===== config.mk =====
export PLATFORM = sky130hd
export DESIGN_NAME = iob_vex_bus_arbiter
export DESIGN_NICKNAME = d
export VERILOG_FILES = /design/src/rtl/iob_vex_bus_arbiter_pkg.sv /design/src/rtl/iob_vex_bus_arbiter_pick2.sv /design/src/rtl/iob_vex_bus_arbiter.sv
export SDC_FILE = /design/constraint.sdc
export NUM_CORES = 1
export LEC_CHECK = 0
export CORE_MARGIN = 5
export CORE_UTILIZATION = 29
export DETAILED_ROUTE_END_ITERATION = 8
export PLACE_DENSITY = 0.77
export SLEW_MARGIN = 20
export SYNTH_ARGS = -nofsm -noshare
export SYNTH_HDL_FRONTEND = slang
export SYNTH_SLANG_ARGS = --single-unit

===== constraint.sdc =====
create_clock -name clk -period 1.7 [get_ports clk]
set_input_delay 0.425 -clock clk [delete_from_list [all_inputs] [get_ports clk]]
set_output_delay 0.425 -clock clk [all_outputs]
set_load 0.03 [all_outputs]

===== src/rtl/iob_vex_bus_arbiter_pkg.sv =====
// Shared encodings and default widths for the ibus/dbus to IOb arbiter.
package iob_vex_bus_arbiter_pkg;

    typedef enum logic {
        ST_IDLE = 1'b0,
        ST_BUSY = 1'b1
    } state_t;

    typedef enum logic {
        OWN_IBUS = 1'b0,
        OWN_DBUS = 1'b1
    } owner_t;

    localparam int unsigned ADDR_W_DEFAULT = 32;
    localparam int unsigned DATA_W_DEFAULT = 32;

    // Converts a raw winner/owner bit into the owner encoding.
    function automatic owner_t to_owner(input logic b);
        return b ? OWN_DBUS : OWN_IBUS;
    endfunction

endpackage


===== src/rtl/iob_vex_bus_arbiter_pick2.sv =====
// Two-way winner selection between ibus and dbus.
// Fixed dbus priority or round-robin against the last served bus.
module iob_arb_pick2
    import iob_vex_bus_arbiter_pkg::*;
#(
    parameter int unsigned DBUS_PRIO = 1
) (
    input  logic ibus_valid,
    input  logic dbus_valid,
    input  logic rr_last,
    output logic winner
);

    // Sole requester wins; a tie goes to dbus or to the bus not served last.
    always_comb begin
        winner = OWN_IBUS;
        if (dbus_valid && !ibus_valid) begin
            winner = OWN_DBUS;
        end else if (dbus_valid && ibus_valid) begin
            if (DBUS_PRIO != 0) begin
                winner = OWN_DBUS;
            end else begin
                winner = (to_owner(rr_last) == OWN_IBUS) ? OWN_DBUS : OWN_IBUS;
            end
        end
    end

endmodule


===== src/rtl/iob_vex_bus_arbiter.sv =====
// Merges the VexRiscv ibus (read-only) and dbus onto one IOb native port.
// Grant is held until m_ready; the response is routed to the owner only.
module iob_vex_bus_arbiter
    import iob_vex_bus_arbiter_pkg::*;
#(
    parameter int unsigned ADDR_W    = ADDR_W_DEFAULT,
    parameter int unsigned DATA_W    = DATA_W_DEFAULT,
    parameter int unsigned DBUS_PRIO = 1
) (
    input  logic                clk,
    input  logic                rst,
    input  logic                ibus_valid,
    input  logic [ADDR_W-1:0]   ibus_addr,
    output logic [DATA_W-1:0]   ibus_rdata,
    output logic                ibus_ready,
    input  logic                dbus_valid,
    input  logic [ADDR_W-1:0]   dbus_addr,
    input  logic [DATA_W-1:0]   dbus_wdata,
    input  logic [DATA_W/8-1:0] dbus_wstrb,
    output logic [DATA_W-1:0]   dbus_rdata,
    output logic                dbus_ready,
    output logic                m_valid,
    output logic [ADDR_W-1:0]   m_addr,
    output logic [DATA_W-1:0]   m_wdata,
    output logic [DATA_W/8-1:0] m_wstrb,
    input  logic [DATA_W-1:0]   m_rdata,
    input  logic                m_ready,
    output logic                owner
);

    state_t              state_q, state_d;
    owner_t              owner_q, owner_d;
    owner_t              rr_last_q, rr_last_d;
    logic [ADDR_W-1:0]   addr_q, addr_d;
    logic [DATA_W-1:0]   wdata_q, wdata_d;
    logic [DATA_W/8-1:0] wstrb_q, wstrb_d;

    logic   winner;
    logic   any_valid;
    owner_t granted;

    iob_arb_pick2 #(
        .DBUS_PRIO(DBUS_PRIO)
    ) u_pick (
        .ibus_valid(ibus_valid),
        .dbus_valid(dbus_valid),
        .rr_last   (rr_last_q),
        .winner    (winner)
    );

    // Shared-port request mux and response routing to the granted owner.
    always_comb begin
        any_valid = ibus_valid | dbus_valid;
        granted   = (state_q == ST_BUSY) ? owner_q : to_owner(winner);
        if (state_q == ST_BUSY) begin
            m_valid = 1'b1;
            m_addr  = addr_q;
            m_wdata = wdata_q;
            m_wstrb = wstrb_q;
        end else begin
            m_valid = any_valid;
            if (to_owner(winner) == OWN_DBUS) begin
                m_addr  = dbus_addr;
                m_wdata = dbus_wdata;
                m_wstrb = dbus_wstrb;
            end else begin
                m_addr  = ibus_addr;
                m_wdata = '0;
                m_wstrb = '0;
            end
        end
        if (rst) begin
            m_valid = 1'b0;
        end
        // m_valid gating drops a stray m_ready seen while nothing is requested.
        ibus_ready = m_ready & m_valid & (granted == OWN_IBUS);
        dbus_ready = m_ready & m_valid & (granted == OWN_DBUS);
        ibus_rdata = m_rdata;
        dbus_rdata = m_rdata;
        owner      = owner_q;
    end

    // Next-state: latch the winner's request in IDLE unless it completes in place.
    always_comb begin
        state_d   = state_q;
        owner_d   = owner_q;
        rr_last_d = rr_last_q;
        addr_d    = addr_q;
        wdata_d   = wdata_q;
        wstrb_d   = wstrb_q;
        case (state_q)
            ST_IDLE: begin
                if (any_valid) begin
                    owner_d = to_owner(winner);
                    if (m_ready) begin
                        // Zero-wait completion still counts as service for round-robin.
                        rr_last_d = to_owner(winner);
                    end else begin
                        state_d = ST_BUSY;
                        addr_d  = m_addr;
                        wdata_d = m_wdata;
                        wstrb_d = m_wstrb;
                    end
                end
            end
            ST_BUSY: begin
                if (m_ready) begin
                    state_d   = ST_IDLE;
                    rr_last_d = owner_q;
                end
            end
            default: state_d = ST_IDLE;
        endcase
    end

    // State and request registers with synchronous reset.
    always_ff @(posedge clk) begin
        if (rst) begin
            state_q   <= ST_IDLE;
            owner_q   <= OWN_IBUS;
            rr_last_q <= OWN_IBUS;
            addr_q    <= '0;
            wdata_q   <= '0;
            wstrb_q   <= '0;
        end else begin
            state_q   <= state_d;
            owner_q   <= owner_d;
            rr_last_q <= rr_last_d;
            addr_q    <= addr_d;
            wdata_q   <= wdata_d;
            wstrb_q   <= wstrb_d;
        end
    end

endmodule


==> impl_metrics.tcl, run 1 <==
set metrics [dict create \
    async_reset_ff_frac 0 \
    routedWlPerCell_um 17.1 \
    drive_above_1_share 0.501 \
    synth_edf_count 0 \
    first_pass_iters 6 \
    dominantRegCellSynth "dfxtp_1" \
    status "finished, violations left" \
    dp.cells 914 \
    grt-busiest-layer "met2" \
    violations "negative setup slack" \
    share_seq_of_total_power 0.310 \
    swShare 0.310 \
    yosysUniqueCellTypes 23 \
    pwr-share-comb 0.368 \
    drc_errors 0 \
    stdcell_area_um2 8230 \
    critPathCaptureType "output pin" \
    grt-ovfl-total 0 \
    synth_area_um2 4930 \
    slew_headroom 0.732 \
    netSwitchingPower_mw 1.81 \
    synth_cells 582 \
    holdWs_ps 404 \
    io_pins 273 \
    met3_usage 0.0545 \
    met2_usage 0.269 \
    final_core_util 0.494 \
    synth_seq_cells 70 \
    grt_max_degree 71 \
    peakVddDrop_mv 0.436 \
    fmax_mhz 509 \
    arrival_ps 1540 \
    drt_iter0_markers 113 \
    avgSynthCellArea_um2 8.46 \
    pre_cts_ws_ps -765 \
    rows 47 \
    yosys_warnings 0 \
    grt_pass1_wl_um 24100 \
    hold_viol_final 0 \
    gp_congestion 0.704 \
    antenna_left 0 \
    startpoint_type "input port" \
    dp_hpwl_um 10100 \
    tritoncts "built" \
    vias 4786 \
    clk_latency_ps 330 \
    cts.sinks 70 \
    die_y_um 140 \
    slew_violations 0 \
    grt_use_met1 0.163 \
    setup_slack_ps -263 \
    final_common_cell "buf_6" \
    power_density_nw_per_um2 709 \
    min_path_type "input port to flip-flop" \
    final_cell_mix "buf_6 (83), a21oi_1 (69), dfxtp_1 (69), mux2_4 (64), nor3_2 (60)" \
    start_util 0.296 \
    grt_use_total 0.150 \
    area_growth_syn_to_layout_pct 67.1 \
    antenna_found_initial 0 \
    nNetsFinal 881 \
    routed_wl_um 16500 \
    ys_seq_area_frac 0.284 \
    port_buffers 176 \
    p_int_mw 4.03 \
    final_cells 969 \
    grt_setup_unrepaired "yes" \
    placement.cell_area_um2 6870 \
    crit_required_ps 1270 \
    leakagePower_nw 3.56 \
    die_x_um 140 \
    grt_pass1_vias 4735 \
    period_needed_ps 1960 \
    fin_skew_ps 7.58 \
    clockPowerShare 0.321 \
    dieArea_um2 19700 \
    via_per_inst 4.94 \
    drv_cap 0 \
    cts_inserted_buffers 9 \
    tightest_slew_ps 402 \
    cts-root-buf "clkbuf_16" \
    period_share 1.15 \
    setup_viol 70 \
    cts_htree_levels 3 \
    worstSetupPathType "input port to output pin" \
    core_um2 16600 \
    clk_pin_slew_worst_paths_ps 60 \
    clk_path_buf_depth 2 \
    syn-num-nets 719 \
    critical_path.max_fanout 6 \
]
sequential cells by signal, summed over array words and instances, names as in the netlist:
name / flops
addr_q: 32
owner: 1
state_q: 1
wdata_q: 32
wstrb_q: 4
path summary, 6_finish.rpt:
path	from	endpoint	slack (ps)	cells after the start
max	dbus_valid	m_addr[7]	-260	6
min	rst	owner	400	2
max reg2reg	state_q	wstrb_q[0]	0	7
min reg2reg	wdata_q[11]	wdata_q[11]	470	2
cell type report:
class	instances	area (um^2)
tap	220	275
fill	1499	8410
sequential	70	1410
timing repair buffer	273	3050
inverter	1	3.75
clock buffer	10	239
clock inverter	5	50.0
antenna	1	2.50
multi-input combinational	389	3200
power groups by stage:
stage / Sequential (mW) / Clock, mW / Combinational (mW)
2_1_floorplan: 1.82 / 0 / 1.38
3_3_place_gp: 1.83 / 0 / 1.81
3_5_place_dp: 1.83 / 0 / 1.84
4_1_cts: 1.80 / 1.93 / 2.06
5_1_grt: 1.82 / 2.01 / 2.27
6_report: 1.81 / 1.87 / 2.15
synthesized netlist by cell type, types with 6 or more instances:
master	instances	area share
dfxtp_1	70	0.28
a21oi_1	69	0.070
nand3_1	36	0.037
buf_6	10	0.023
clkbuf_1	12	0.0091
mux2_2	32	0.073
mux2_4	30	0.091
nor3_2	60	0.12
nand2_1	72	0.055
o21ai_1	73	0.074
nor3_1	6	0.0061
buf_4	69	0.11
buf_2	30	0.030
through the flow:
stage	power (mW)	TNS, ps
after floorplan	3.20	-1490
after global placement	3.64	-52860
after detailed placement	3.67	-54760
after CTS	5.79	-14340
after global routing	6.10	-16400
final	5.83	-13250
critical path, cell delays in order:
cell and delay [ps]:
buf_16 130, buf_12 140, buf_8 120, mux2_4 300, mux2_4 280, buf_6 140
cells by family after synthesis:
logic type,synth area share
flops,0.284
compound gates,0.146
mux,0.169
simple gates,0.231
buf+inv,0.169
layer usage:
metal | routed length (um) | part of all wire
met1 | 6410 | 0.39
met2 | 8570 | 0.52
met3 | 1250 | 0.076
met5 | 0 | 0
met4 | 304 | 0.018
repair_timing:
action | CTS | global route
setup buffers | 24 | 7
resized for setup | 294 | 57
pin swaps | 10 | 17
cloned | 5 | 4
endpoints found under the setup margin | 72 | 77
hold buffers | 0 | 0
No activity file was read; power rests on OpenSTA's default activity.
==> inputs of run 2 (changes only) <==
- SLEW_MARGIN: 20 -> 25
==> results of run 2 <==
Same layout as run 1: the final DEF is identical, and so are final timing and power.
==> inputs of run 3 (changes only) <==
- ABC_AREA: default -> 1
- CELL_PAD_IN_SITES_DETAIL_PLACEMENT: default -> 1
- CELL_PAD_IN_SITES_GLOBAL_PLACEMENT: default -> 2
- CORE_UTILIZATION: 29 -> 19
- PLACE_DENSITY: 0.77 -> 0.95
- clock period: 1.7 -> 2.3 ns (I/O delays scaled with it)
==> run 3 against run 2 <==
  * The run now ends clean
  * Total power down 27%
  * Design area down 11%
  * Non-clock buffer count up 5
  * Via count up 8.1%
  * Global-route usage down 2.7 points
  * Critical path depth down 1
  * Cell count up 36%
  * Synthesized area down 6.9%
  * Clock-buffer cell count unchanged
  * Die area up 39%
  * Register-to-register slack better by 860 ps
  * Highest routed layer is now met5
==> impl_metrics.tcl, run 3 <==
set metrics [dict create \
    status "finished, final reports clean" \
    grt_pass1_wl_um 26800 \
    arrival_ps 1630 \
    grt_use_total 0.123 \
    slew_violations 0 \
    wl_met2_um 8370 \
    fin_skew_ps 5.09 \
    r2r-end "wdata_q[2]" \
    cts.sinks 70 \
    grt_max_degree 37 \
    antenna_cells 0 \
    top_regs "addr_q x32, wdata_q x32, wstrb_q x4" \
    tritoncts "built" \
    synth_top_cell_area_share 0.307 \
    wirelength_met1_um 6750 \
    grt_setup_unrepaired "no" \
    synth_seq_cells 70 \
    r2r-start "state_q" \
    period_needed_ps 2210 \
    port_buffers 176 \
    syn-num-nets 943 \
    cts_htree_levels 3 \
    fmax_mhz 453 \
    power_mw 4.26 \
    slew_headroom 0.744 \
    yosysMostFrequentCell "nand2_1" \
    synth_edf_count 0 \
    clk_pin_slew_worst_paths_ps 60 \
    async_reset_ff_frac 0 \
    drt_iter0_markers 221 \
    io_pins 273 \
    min-delay-start "wdata_q[10]" \
    grt-ovfl-total 0 \
    min_path_type "flip-flop to flip-flop" \
    synth_area_um2 4590 \
    topRoutingLayerUsed "met5" \
    drive_above_1_share 0.221 \
    period_share 0.960 \
    yosys_warnings 0 \
    startpoint_type "input port" \
    cts_inserted_buffers 9 \
    power_density_nw_per_um2 584 \
    rows 56 \
    antenna_left 0 \
    grt_pass1_vias 5348 \
    final_core_util 0.309 \
    multi_input_area_um2 2120 \
    core_um2 23600 \
    nNetsFinal 1126 \
    antenna_found_initial 1 \
    dieArea_um2 27300 \
    gp_congestion 0.713 \
    regArea_um2 1410 \
    met3_length_um 1390 \
    crit_end "dbus_ready" \
    synth.area.top_cells "nand2_1 (31%), dfxtp_1 (31%), buf_4 (12%)" \
    cts-root-buf "clkbuf_16" \
    tightest_slew_ps 382 \
    synth.largest_area_cell "nand2_1" \
    final_cell_mix "nand2_1 (356), buf_4 (127), inv_1 (104), clkdlybuf4s50_1 (103), nor2_1 (74)" \
    crit_slowest_cell "clkdlybuf4s50_1" \
    routed_wl_um 16700 \
    r2r_slack_ps 860 \
    crit_chain "clkdlybuf4s50_1 -> a21oi_2 -> nand2_1 -> nor2_2 -> buf_4" \
    ys_seq_area_frac 0.306 \
    yosysUniqueCellTypes 19 \
    synth_cells 806 \
    leakagePower_nw 3.84 \
    rr_worst_depth 10 \
    setup_slack_ps 91.4 \
    cpPeakStageDelay_ps 480 \
    crit_required_ps 1730 \
    area_growth_syn_to_layout_pct 59.2 \
    dominantRegCellSynth "dfxtp_1" \
    avgSynthCellArea_um2 5.69 \
    clk_latency_ps 330 \
    peakVddDrop_mv 0.228 \
    start_util 0.194 \
    critPathCaptureType "output pin" \
    first_pass_iters 4 \
    clk_path_buf_depth 2 \
    cp_num_cells 5 \
    holdBufCountCts 0 \
    drv_cap 0 \
    die_x_um 165 \
    routedWlPerCell_um 12.7 \
    drc_errors 0 \
    vias 5175 \
    worstSetupPathType "input port to output pin" \
    via_per_inst 3.94 \
    pre_cts_ws_ps -285 \
    hold_viol_final 0 \
    die_y_um 165 \
    dp_hpwl_um 12300 \
    final_common_cell "nand2_1" \
    cp-startpoint "rst" \
    setup_viol 0 \
    critical_path.max_fanout 3 \
    synthTopCellsByCount "nand2_1 (375), inv_1 (104), nor2_1 (76), buf_4 (72), dfxtp_1 (70)" \
    crit_family "buffers and inverters" \
    holdWs_ps 519 \
    critPathBufInv 2 \
    nFillCells 3013 \
]
run 3: changes by cell type in the layout (fill, tap and decap cells not counted), sizes merged, moves of 4 or more:
cell	before	now
buf	168	174
inv	1	108
mux2	64	0
nand3	36	32
nor3	66	0
dlygate4sd2	40	1
dlymetal6s2s	7	0
clkdlybuf4s50	56	103
nand2	72	376
o21ai	73	2
a21oi	69	33
nor2	3	78
run 3: kinds of logic after synthesis:
family,count (synthesis),share of synthesized area
compound gates,36,0.0398
buf+inv,214,0.245
flops,70,0.306
simple gates,486,0.409
run 3: tightest hold or removal path, delay by kind of cell (launching register included):
kind	cells	cell delay, ps
flops	1	310
simple gates	3	120
buf+inv	1	50
run 3: repair_timing:
item / CTS / global route
pin swaps: 2 / 0
gates resized for setup: 60 / 4
endpoints found under the setup margin: 71 / 5
buffers inserted: 10 / 0
gates cloned: 3 / 0
run 3: cell type report:
class / count / share of cell area
sequential: 70 / 0.193
tap: 319 / 0.0547
inverter: 108 / 0.0559
clock buffer: 10 / 0.0327
multi-input combinational: 522 / 0.291
timing repair buffer: 278 / 0.365
clock inverter: 6 / 0.00840
run 3: worst min-delay path by stage:
stage / end / cells past startpoint / slack (ps)
final: wdata_q[10] / 4 / 520
after global routing: wdata_q[18] / 4 / 550
after CTS: wdata_q[2] / 4 / 520
after detailed placement: wdata_q[22] / 4 / 510
after global placement: wdata_q[30] / 4 / 500
after floorplan: wdata_q[0] / 4 / 490
run 3: through the flow:
stage                     TNS (ps)  area (um^2)  instances
after floorplan                  0         4590        806
after global placement      -11200         6660       1284
after detailed placement    -11840         6660       1284
after CTS                        0         7290       1313
after global routing             0         7300       1313
final                            0         7300       1313
run 3: routing by layer:
layer | track usage | vias to the layer above
li1 | - | 2667
met1 | 0.136 | 2364
met2 | 0.226 | 123
met3 | 0.0432 | 19
met4 | 0.0330 | 2
met5 | 0 | -
run 3: power breakdown:
part	switching, mW	internal, mW	leakage, nW
clock network	0.556	0.865	0.148
logic	0.784	0.702	3.12
registers	0.0403	1.31	0.579
total	1.38	2.88	3.84
